### src/rtl/pong_pkg.sv
// Shared types, default raster timing and the overflow-safe box test used by
// the Pong frame renderer.
package pong_pkg;

  typedef struct packed {
    logic [15:0] x;
    logic [15:0] y;
  } pong_xy_t;

  typedef enum logic [1:0] {
    KIND_BG     = 2'd0,
    KIND_NET    = 2'd1,
    KIND_PADDLE = 2'd2,
    KIND_BALL   = 2'd3
  } pixel_kind_e;

  localparam int unsigned DEF_H_ACTIVE  = 640;
  localparam int unsigned DEF_H_FP      = 16;
  localparam int unsigned DEF_H_SYNC    = 96;
  localparam int unsigned DEF_H_BP      = 48;
  localparam int unsigned DEF_V_ACTIVE  = 480;
  localparam int unsigned DEF_V_FP      = 10;
  localparam int unsigned DEF_V_SYNC    = 2;
  localparam int unsigned DEF_V_BP      = 33;
  localparam int unsigned DEF_BALL_SIZE = 8;
  localparam int unsigned DEF_PADDLE_W  = 8;
  localparam int unsigned DEF_PADDLE_H  = 64;

  // 17-bit sums keep an object parked near 65535 from wrapping onto column/row 0.
  function automatic logic in_box(input logic [15:0] px, input logic [15:0] py,
                                  input logic [15:0] bx, input logic [15:0] by,
                                  input logic [16:0] w,  input logic [16:0] h);
    return ({1'b0, px} >= {1'b0, bx}) && ({1'b0, px} < ({1'b0, bx} + w)) &&
           ({1'b0, py} >= {1'b0, by}) && ({1'b0, py} < ({1'b0, by} + h));
  endfunction

endpackage

### src/rtl/pong_raster_timing.sv
// Pixel/line counters with registered sync, data-enable, coordinates and a
// frame-start pulse, all delayed one pix_en tick behind the counters.
module pong_raster_timing
  import pong_pkg::*;
#(
  parameter int unsigned H_ACTIVE = DEF_H_ACTIVE,
  parameter int unsigned H_FP     = DEF_H_FP,
  parameter int unsigned H_SYNC   = DEF_H_SYNC,
  parameter int unsigned H_BP     = DEF_H_BP,
  parameter int unsigned V_ACTIVE = DEF_V_ACTIVE,
  parameter int unsigned V_FP     = DEF_V_FP,
  parameter int unsigned V_SYNC   = DEF_V_SYNC,
  parameter int unsigned V_BP     = DEF_V_BP
) (
  input  logic        clk,
  input  logic        rst,
  input  logic        pix_en,
  output logic [15:0] h_cnt_o,
  output logic [15:0] v_cnt_o,
  output logic        wrap_o,
  output logic        hsync_o,
  output logic        vsync_o,
  output logic        de_o,
  output logic        frame_start_o,
  output logic [15:0] pixel_x_o,
  output logic [15:0] pixel_y_o
);

  localparam logic [15:0] H_LAST   = 16'(H_ACTIVE + H_FP + H_SYNC + H_BP - 1);
  localparam logic [15:0] V_LAST   = 16'(V_ACTIVE + V_FP + V_SYNC + V_BP - 1);
  localparam logic [15:0] H_ACT_L  = 16'(H_ACTIVE);
  localparam logic [15:0] V_ACT_L  = 16'(V_ACTIVE);
  localparam logic [15:0] HS_START = 16'(H_ACTIVE + H_FP);
  localparam logic [15:0] HS_END   = 16'(H_ACTIVE + H_FP + H_SYNC);
  localparam logic [15:0] VS_START = 16'(V_ACTIVE + V_FP);
  localparam logic [15:0] VS_END   = 16'(V_ACTIVE + V_FP + V_SYNC);

  logic [15:0] h_cnt_q, h_cnt_d;
  logic [15:0] v_cnt_q, v_cnt_d;
  logic        h_last, v_last;
  logic        hsync_q, vsync_q, de_q, frame_start_q;
  logic [15:0] pixel_x_q, pixel_y_q;

  assign h_last = (h_cnt_q == H_LAST);
  assign v_last = (v_cnt_q == V_LAST);

  always_comb begin
    h_cnt_d = h_last ? 16'd0 : h_cnt_q + 16'd1;
    v_cnt_d = v_cnt_q;
    if (h_last) begin
      v_cnt_d = v_last ? 16'd0 : v_cnt_q + 16'd1;
    end
  end

  always_ff @(posedge clk or posedge rst) begin
    if (rst) begin
      h_cnt_q       <= 16'd0;
      v_cnt_q       <= 16'd0;
      hsync_q       <= 1'b1;
      vsync_q       <= 1'b1;
      de_q          <= 1'b0;
      frame_start_q <= 1'b0;
      pixel_x_q     <= 16'd0;
      pixel_y_q     <= 16'd0;
    end else begin
      // Pulse lasts one clock even when pix_en is slower than clk.
      frame_start_q <= 1'b0;
      if (pix_en) begin
        h_cnt_q       <= h_cnt_d;
        v_cnt_q       <= v_cnt_d;
        hsync_q       <= !((h_cnt_q >= HS_START) && (h_cnt_q < HS_END));
        vsync_q       <= !((v_cnt_q >= VS_START) && (v_cnt_q < VS_END));
        de_q          <= (h_cnt_q < H_ACT_L) && (v_cnt_q < V_ACT_L);
        frame_start_q <= (h_cnt_q == 16'd0) && (v_cnt_q == 16'd0);
        pixel_x_q     <= h_cnt_q;
        pixel_y_q     <= v_cnt_q;
      end
    end
  end

  assign h_cnt_o       = h_cnt_q;
  assign v_cnt_o       = v_cnt_q;
  assign wrap_o        = pix_en && h_last && v_last;
  assign hsync_o       = hsync_q;
  assign vsync_o       = vsync_q;
  assign de_o          = de_q;
  assign frame_start_o = frame_start_q;
  assign pixel_x_o     = pixel_x_q;
  assign pixel_y_o     = pixel_y_q;

endmodule

### src/rtl/pong_frame_renderer.sv
// Pong playfield renderer: blanking-only state handshake, shadow/active double
// buffer committed at frame wrap, and per-pixel ball/paddle/net classification.
module pong_frame_renderer
  import pong_pkg::*;
#(
  parameter int unsigned H_ACTIVE  = DEF_H_ACTIVE,
  parameter int unsigned H_FP      = DEF_H_FP,
  parameter int unsigned H_SYNC    = DEF_H_SYNC,
  parameter int unsigned H_BP      = DEF_H_BP,
  parameter int unsigned V_ACTIVE  = DEF_V_ACTIVE,
  parameter int unsigned V_FP      = DEF_V_FP,
  parameter int unsigned V_SYNC    = DEF_V_SYNC,
  parameter int unsigned V_BP      = DEF_V_BP,
  parameter int unsigned BALL_SIZE = DEF_BALL_SIZE,
  parameter int unsigned PADDLE_W  = DEF_PADDLE_W,
  parameter int unsigned PADDLE_H  = DEF_PADDLE_H
) (
  input  logic        clk,
  input  logic        rst,
  input  logic        pix_en,
  input  logic        state_valid,
  output logic        state_ready,
  input  logic [31:0] ball_pos,
  input  logic [31:0] left_paddle_pos,
  input  logic [31:0] right_paddle_pos,
  input  logic [15:0] score,
  output logic        hsync,
  output logic        vsync,
  output logic        de,
  output logic [15:0] pixel_x,
  output logic [15:0] pixel_y,
  output logic [1:0]  pixel_kind,
  output logic        frame_start,
  output logic [15:0] score_out
);

  localparam logic [15:0] H_ACT_L = 16'(H_ACTIVE);
  localparam logic [15:0] V_ACT_L = 16'(V_ACTIVE);
  localparam logic [15:0] NET_X   = 16'(H_ACTIVE / 2);
  localparam logic [16:0] BALL_L  = 17'(BALL_SIZE);
  localparam logic [16:0] PAD_W_L = 17'(PADDLE_W);
  localparam logic [16:0] PAD_H_L = 17'(PADDLE_H);

  logic [15:0] h_cnt, v_cnt;
  logic        wrap;
  logic        xfer;

  pong_xy_t    sh_ball_q, sh_ball_d, sh_lp_q, sh_lp_d, sh_rp_q, sh_rp_d;
  pong_xy_t    act_ball_q, act_ball_d, act_lp_q, act_lp_d, act_rp_q, act_rp_d;
  logic [15:0] sh_score_q, sh_score_d, act_score_q, act_score_d;
  pixel_kind_e kind_q, kind_d;

  pong_raster_timing #(
    .H_ACTIVE(H_ACTIVE), .H_FP(H_FP), .H_SYNC(H_SYNC), .H_BP(H_BP),
    .V_ACTIVE(V_ACTIVE), .V_FP(V_FP), .V_SYNC(V_SYNC), .V_BP(V_BP)
  ) u_timing (
    .clk          (clk),
    .rst          (rst),
    .pix_en       (pix_en),
    .h_cnt_o      (h_cnt),
    .v_cnt_o      (v_cnt),
    .wrap_o       (wrap),
    .hsync_o      (hsync),
    .vsync_o      (vsync),
    .de_o         (de),
    .frame_start_o(frame_start),
    .pixel_x_o    (pixel_x),
    .pixel_y_o    (pixel_y)
  );

  assign state_ready = !rst && (v_cnt >= V_ACT_L);
  assign xfer        = state_valid && state_ready;

  // Active copies from the shadow's next value so a transfer on the wrap edge lands in the new frame.
  always_comb begin
    sh_ball_d   = xfer ? pong_xy_t'(ball_pos)         : sh_ball_q;
    sh_lp_d     = xfer ? pong_xy_t'(left_paddle_pos)  : sh_lp_q;
    sh_rp_d     = xfer ? pong_xy_t'(right_paddle_pos) : sh_rp_q;
    sh_score_d  = xfer ? score                        : sh_score_q;
    act_ball_d  = wrap ? sh_ball_d  : act_ball_q;
    act_lp_d    = wrap ? sh_lp_d    : act_lp_q;
    act_rp_d    = wrap ? sh_rp_d    : act_rp_q;
    act_score_d = wrap ? sh_score_d : act_score_q;
  end

  always_comb begin
    kind_d = KIND_BG;
    if ((h_cnt < H_ACT_L) && (v_cnt < V_ACT_L)) begin
      if (in_box(h_cnt, v_cnt, act_ball_q.x, act_ball_q.y, BALL_L, BALL_L)) begin
        kind_d = KIND_BALL;
      end else if (in_box(h_cnt, v_cnt, act_lp_q.x, act_lp_q.y, PAD_W_L, PAD_H_L) ||
                   in_box(h_cnt, v_cnt, act_rp_q.x, act_rp_q.y, PAD_W_L, PAD_H_L)) begin
        kind_d = KIND_PADDLE;
      end else if ((h_cnt == NET_X) && !v_cnt[3]) begin
        kind_d = KIND_NET;
      end
    end
  end

  always_ff @(posedge clk or posedge rst) begin
    if (rst) begin
      sh_ball_q   <= '0;
      sh_lp_q     <= '0;
      sh_rp_q     <= '0;
      sh_score_q  <= '0;
      act_ball_q  <= '0;
      act_lp_q    <= '0;
      act_rp_q    <= '0;
      act_score_q <= '0;
      kind_q      <= KIND_BG;
    end else begin
      sh_ball_q   <= sh_ball_d;
      sh_lp_q     <= sh_lp_d;
      sh_rp_q     <= sh_rp_d;
      sh_score_q  <= sh_score_d;
      act_ball_q  <= act_ball_d;
      act_lp_q    <= act_lp_d;
      act_rp_q    <= act_rp_d;
      act_score_q <= act_score_d;
      if (pix_en) begin
        kind_q <= kind_d;
      end
    end
  end

  assign pixel_kind = kind_q;
  assign score_out  = act_score_q;

endmodule

### config.mk
export PLATFORM = sky130hd
export DESIGN_NAME = pong_frame_renderer
export DESIGN_NICKNAME = d
export VERILOG_FILES = /design/src/rtl/pong_pkg.sv /design/src/rtl/pong_raster_timing.sv /design/src/rtl/pong_frame_renderer.sv
export SDC_FILE = /design/constraint.sdc
export NUM_CORES = 1
export LEC_CHECK = 0
export ABC_AREA = 1
export ABC_CLOCK_PERIOD_IN_PS = 10500
export BUFFER_PORTS_ARGS = -buffer_cell sky130_fd_sc_hd__buf_2
export CORE_AREA = 4 4 184 186
export DETAILED_ROUTE_END_ITERATION = 8
export DIE_AREA = 0 0 188 190
export PLACE_DENSITY = 0.74
export RECOVER_POWER = 25
export SYNTH_ARGS = -nofsm -noshare
export SYNTH_HDL_FRONTEND = slang
export SYNTH_SLANG_ARGS = --single-unit
### constraint.sdc
create_clock -name clk -period 10.5 [get_ports clk]
set_input_delay 2.1 -clock clk [delete_from_list [all_inputs] [get_ports clk]]
set_output_delay 2.1 -clock clk [all_outputs]
set_load 0.01 [all_outputs]
Word-level counts from Yosys, hierarchy flattened
Index checks and enable logic that the tools add are counted.

cells by class
  add/subtract/negate cells = 8
  $lt $le $gt $ge = 19
  equal/unequal tests = 3
  muxes and demuxes = 11
  reduce and logical (&&, ||, !) cells = 26

operator list
  cell                     number
  $lt A16 B17 Y1           6
  $ge A16 B16 Y1           6
  $mux W32                 3
  $add A16 B4 Y17 const B  4
  $mux W16                 3
  $add A16 B7 Y17 const B  2
  $add A16 B1 Y16 const B  2
  $eq A16 B10 Y1 const B   2
  $ge A16 B9 Y1 const B    2
  $logic_not A16 Y1        2
  $lt A16 B10 Y1 const B   2
  $lt A16 B9 Y1 const B    2
  $logic_and A1 B1 Y1      18
  $eq A16 B9 Y1 const B    1
  $ge A16 B10 Y1 const B   1
  $mux W2                  3
  $logic_not A1 Y1         4
  $mux W1                  2
  $reduce_and A2 Y1        1
  $logic_or A1 B1 Y1       1

word-level totals
  bits in registers = 294
  input port bits = 116
  output and inout bits = 55
  logic and storage cells = 90

Depth between registers and ports, before layout
  depth after elaboration = 9
  gate-level depth with buffers = 23
  gate-level depth less buffers = 23

Cells and area by module
A second synthesis with hierarchy kept.

second synthesis, totals
  cell total of the unflattened synthesis = 2234
  area, all modules = 17544.3 sq um

modules (own cells, without submodules)
  module               times used  cells each  area an instance (sq um)  sequential area each (sq um)
  pong_frame_renderer  1           1770        14039.7                   5655.4
  pong_raster_timing   1           464         3504.6                    1704.1

Worst setup path after synthesis
OpenSTA, ideal clock, no wires.

  path type = input-to-output
  start point = in rst
  end point = out state_ready
  arrival = 2.291 ns
  data required time = 8.400 ns
  path slack = 6.109 ns
  stages = 1
  path buffers = 0
  cells stage by stage = a31oi_4

between the ends
  cells in the longest elaborated chain, start to end = 2

RTL lines
  element                            RTL line                   text
  from (decl)                        pong_frame_renderer.sv:19  input logic rst,
  $logic_not A1 Y1 (no source line)  --
  $logic_and A1 B1 Y1                pong_frame_renderer.sv:71  assign state_ready = !rst && (v_cnt >= V_ACT_L);
  to (decl)                          pong_frame_renderer.sv:22  output logic state_ready,

Every way passes these cells.

==> summary.md <==
| Metric | Value |
|---|---|
| PwrDens | `159 nW/µm²` |
| Final worst-path cycle share | `59.4%` |
| Vias per cell | `5.14` |
| First DRT Iteration DRCs | `1071` |
| Final Hold Vio Count | `0` |
| Maximum buffer depth of the clock tree | `3` |
| Setup Viol. Count Final | `0` |
| Asr flop ratio synth | `100%` |
| GP Congestion | `0.924` |
| Die X | `188 µm` |
| WL final | `41100 µm` |
| GRT Total Usage | `23.1%` |
| Final Slew Violations | `318` |
| Failing checks | `capacitance limit, slew limit` |
| Main synth FF type | `dfrtp_1` |
| Most common cell after layout, fill and taps aside | `nand2_1` |
| Core area | `32300 µm²` |
| First-pass GRT wire length | `69300 µm` |
| Hold_sp | `pixel_kind[1]$_DFFE_PP0P_` |
| Total power | `0.00314 W` |
| Avg WL per Cell | `14.5 µm` |
| Vias in the first global route | `14.5k` |
| Leak | `10.8 nW` |
| Starting Density | `54.5%` |
| Most frequent cells in the layout | `nand2_1, inv_1, dfrtp_1, o21ai_1, ha_1` |
| Clock transition at path regs | `0.06 ns` |
| Sequential share of the synthesized area | `41.8%` |
| Count of cell types in the netlist | `41` |
| Largest net degree at the start of global routing | `140` |
| Share of post-route cells with drive strength above 1 | `10.2%` |
| Post-Synthesis Cells | `2219` |
| # Post-CTS Setup Buffers | `0` |
| Worst Tran Pin Value | `6.09 ns` |
| Endpoint class of the critical path | `asynchronous set/reset pin` |
| Seq cells post-synth | `294` |
| Hold WS | `0.475 ns` |
| Top cells by area, synth | `dfrtp_1, ha_1, nand2_1` |
| Max Clk Rate | `160 MHz` |
| CTS tree | `yes` |
| Post-cts sizing count | `0` |
| Worst-path fanout max | `139` |
| Synthesized cell area | `17600 µm²` |
| 1st-pass router iterations | `6` |
| Layout Nets | `2665` |
| Setup Crit Path Kind | `in -> async` |
| Synth top area share | `41.5%` |
| Final Cell Area | `19700 µm²` |
| CTS sink count | `294` |
| Peak supply drop | `0.114 mV` |
| Post-synth EDFFs | `0` |
| H-tree depth | `1` |
| Net Count, Synth | `2516` |
| Detailed-placement wirelength estimate | `29700 µm` |
| Non-Filler Instances | `2835` |
| Final Critical Period | `6.24 ns` |
| IO Port Bufs | `170` |
| Syn Area/Cell | `7.93 µm²` |
| RSZ-0062 raised after global routing | `false` |
| Worst skew pair latency | `0.56 ns` |
| Area delta synth->final | `12.0%` |
| Inst Count DP | `2777` |
| Post-CTS Hold Buffers | `0` |
| Setup TNS | `0 ns` |
| GR Overflow Total | `0` |
| Total number of vias | `14.6k` |
| Die H | `190 µm` |
| Worst Setup SP | `rst` |
| Tightest Hold Check Type | `reg -> reg` |
| ANT nets after route | `0` |
| Area leader, netlist | `dfrtp_1` |
| Max-Cap Viols | `3` |
| Die ar. | `35700 µm²` |
| Outcome | `complete, but fails checks` |
| Rows | `66` |
| WP data required | `11.04 ns` |
| Slew Limit Headroom | `-306%` |
| Warnings from Yosys | `0` |
| Ports | `171` |
| Antenna violations before repair | `4` |
| CP arrival | `6.78 ns` |
| CTS Buf Count | `31` |
| Drt drc | `0` |
| Worst Skew | `0.0188 ns` |
| Root buf cell | `clkbuf_16` |
| DP Area | `18700 µm²` |
| Launching point of the worst reg2reg path | `u_timing.v_cnt_o[14]$_DFFE_PP0P_` |
| Critical Path Source Type | `input pin` |
critical path, stage by stage:
cell and delay [ns]:
clkbuf_1 0.12, clkinvlp_2 3.31, buf_4 1.16
cells by family (layout without fill, tap and decap cells):
group / after synthesis / count (layout) / share of synthesized area [%]
AND/OR/NAND/NOR: 805 / 805 / 19.0
buffers and inverters: 483 / 656 / 11.2
AO/OA/AOI/OAI: 384 / 384 / 11.4
flip-flops: 294 / 294 / 41.8
adder cells (fa/ha/maj): 181 / 181 / 12.9
XOR/XNOR: 72 / 72 / 3.58
other: 0 / 1 / 0
report_power, final:
part / switching, W / leakage, nW / internal (W)
sequential: 0.000123 / 3.39 / 0.00124
combinational: 0.000387 / 6.85 / 0.000246
clock: 0.000450 / 0.530 / 0.000687
total: 0.000960 / 10.8 / 0.00218
registers in the layout, indices dropped and copies added, names as in the netlist, 2 cells and up:
register and cells:
u_timing.pixel_y_o 16, sh_score_q 16, u_timing.h_cnt_o 16, act_rp_q 32
u_timing.pixel_x_o 16, u_timing.v_cnt_o 16, act_ball_q 32, act_lp_q 32
score_out 16, sh_lp_q 32, sh_ball_q 32, sh_rp_q 32
pixel_kind 2
layout make-up:
| class | instances | area [µm²] |
|---|---|---|
| fill | 2883 | 12600 |
| sequential | 294 | 7360 |
| antenna | 1 | 2.50 |
| timing repair buffer | 174 | 878 |
| clock inverter | 14 | 176 |
| tap | 442 | 553 |
| clock buffer | 43 | 891 |
| multi-input combinational | 1442 | 8250 |
| inverter | 425 | 1600 |
metrics by stage:
stage	utilization [%]	setup slack, ns
floorplan	-	0.284
global placement	57.8	5.34
detailed placement	57.8	5.28
CTS	61.1	5.75
global route	61.0	3.14
finish	61.0	4.26
Yosys cell counts, types with 2 or more instances:
master / number
a211oi_1: 2
a21o_1: 6
a21oi_1: 80
a31oi_1: 2
and3_1: 3
buf_2: 5
buf_6: 21
clkbuf_1: 32
dfrtp_1: 292
dfstp_2: 2
ha_1: 181
inv_1: 419
inv_2: 5
nand2_1: 538
nand3_1: 65
nand3b_1: 3
nand4_1: 26
nor2_1: 98
nor2_2: 3
nor3_1: 43
nor3_2: 3
nor3b_1: 3
nor4_1: 15
o211ai_1: 3
o21a_1: 8
o21ai_0: 61
o21ai_1: 211
o21bai_1: 4
o22ai_1: 3
xnor2_1: 7
xor2_1: 65
layer usage:
| layer | vias to the layer above | global-route usage, % | share of wire, % |
|---|---|---|---|
| met2 | 374 | 37.1 | 45 |
| met4 | 6 | 6.55 | 2.5 |
| li1 | 7357 | - | - |
| met3 | 85 | 4.15 | 6.7 |
| met1 | 6741 | 32.4 | 46 |
| met5 | - | 0 | 0.095 |
path summary, 6_finish.rpt:
check | to | slack (ns) | cells after the start
max | sh_ball_q[24]$_DFF_PP0_ | 4.26 | 3
min in group asynchronous | u_timing.pixel_y_o[1]$_DFFE_PP0P_ | 3.42 | 2
max reg2reg | act_rp_q[10]$_DFFE_PP0P_ | 5.03 | 9
min reg2reg | pixel_kind[1]$_DFFE_PP0P_ | 0.47 | 2
max in group clk | act_rp_q[10]$_DFFE_PP0P_ | 4.53 | 7
min | pixel_kind[1]$_DFFE_PP0P_ | 0.47 | 2
Note: power is estimated with default switching activity, not from simulation.
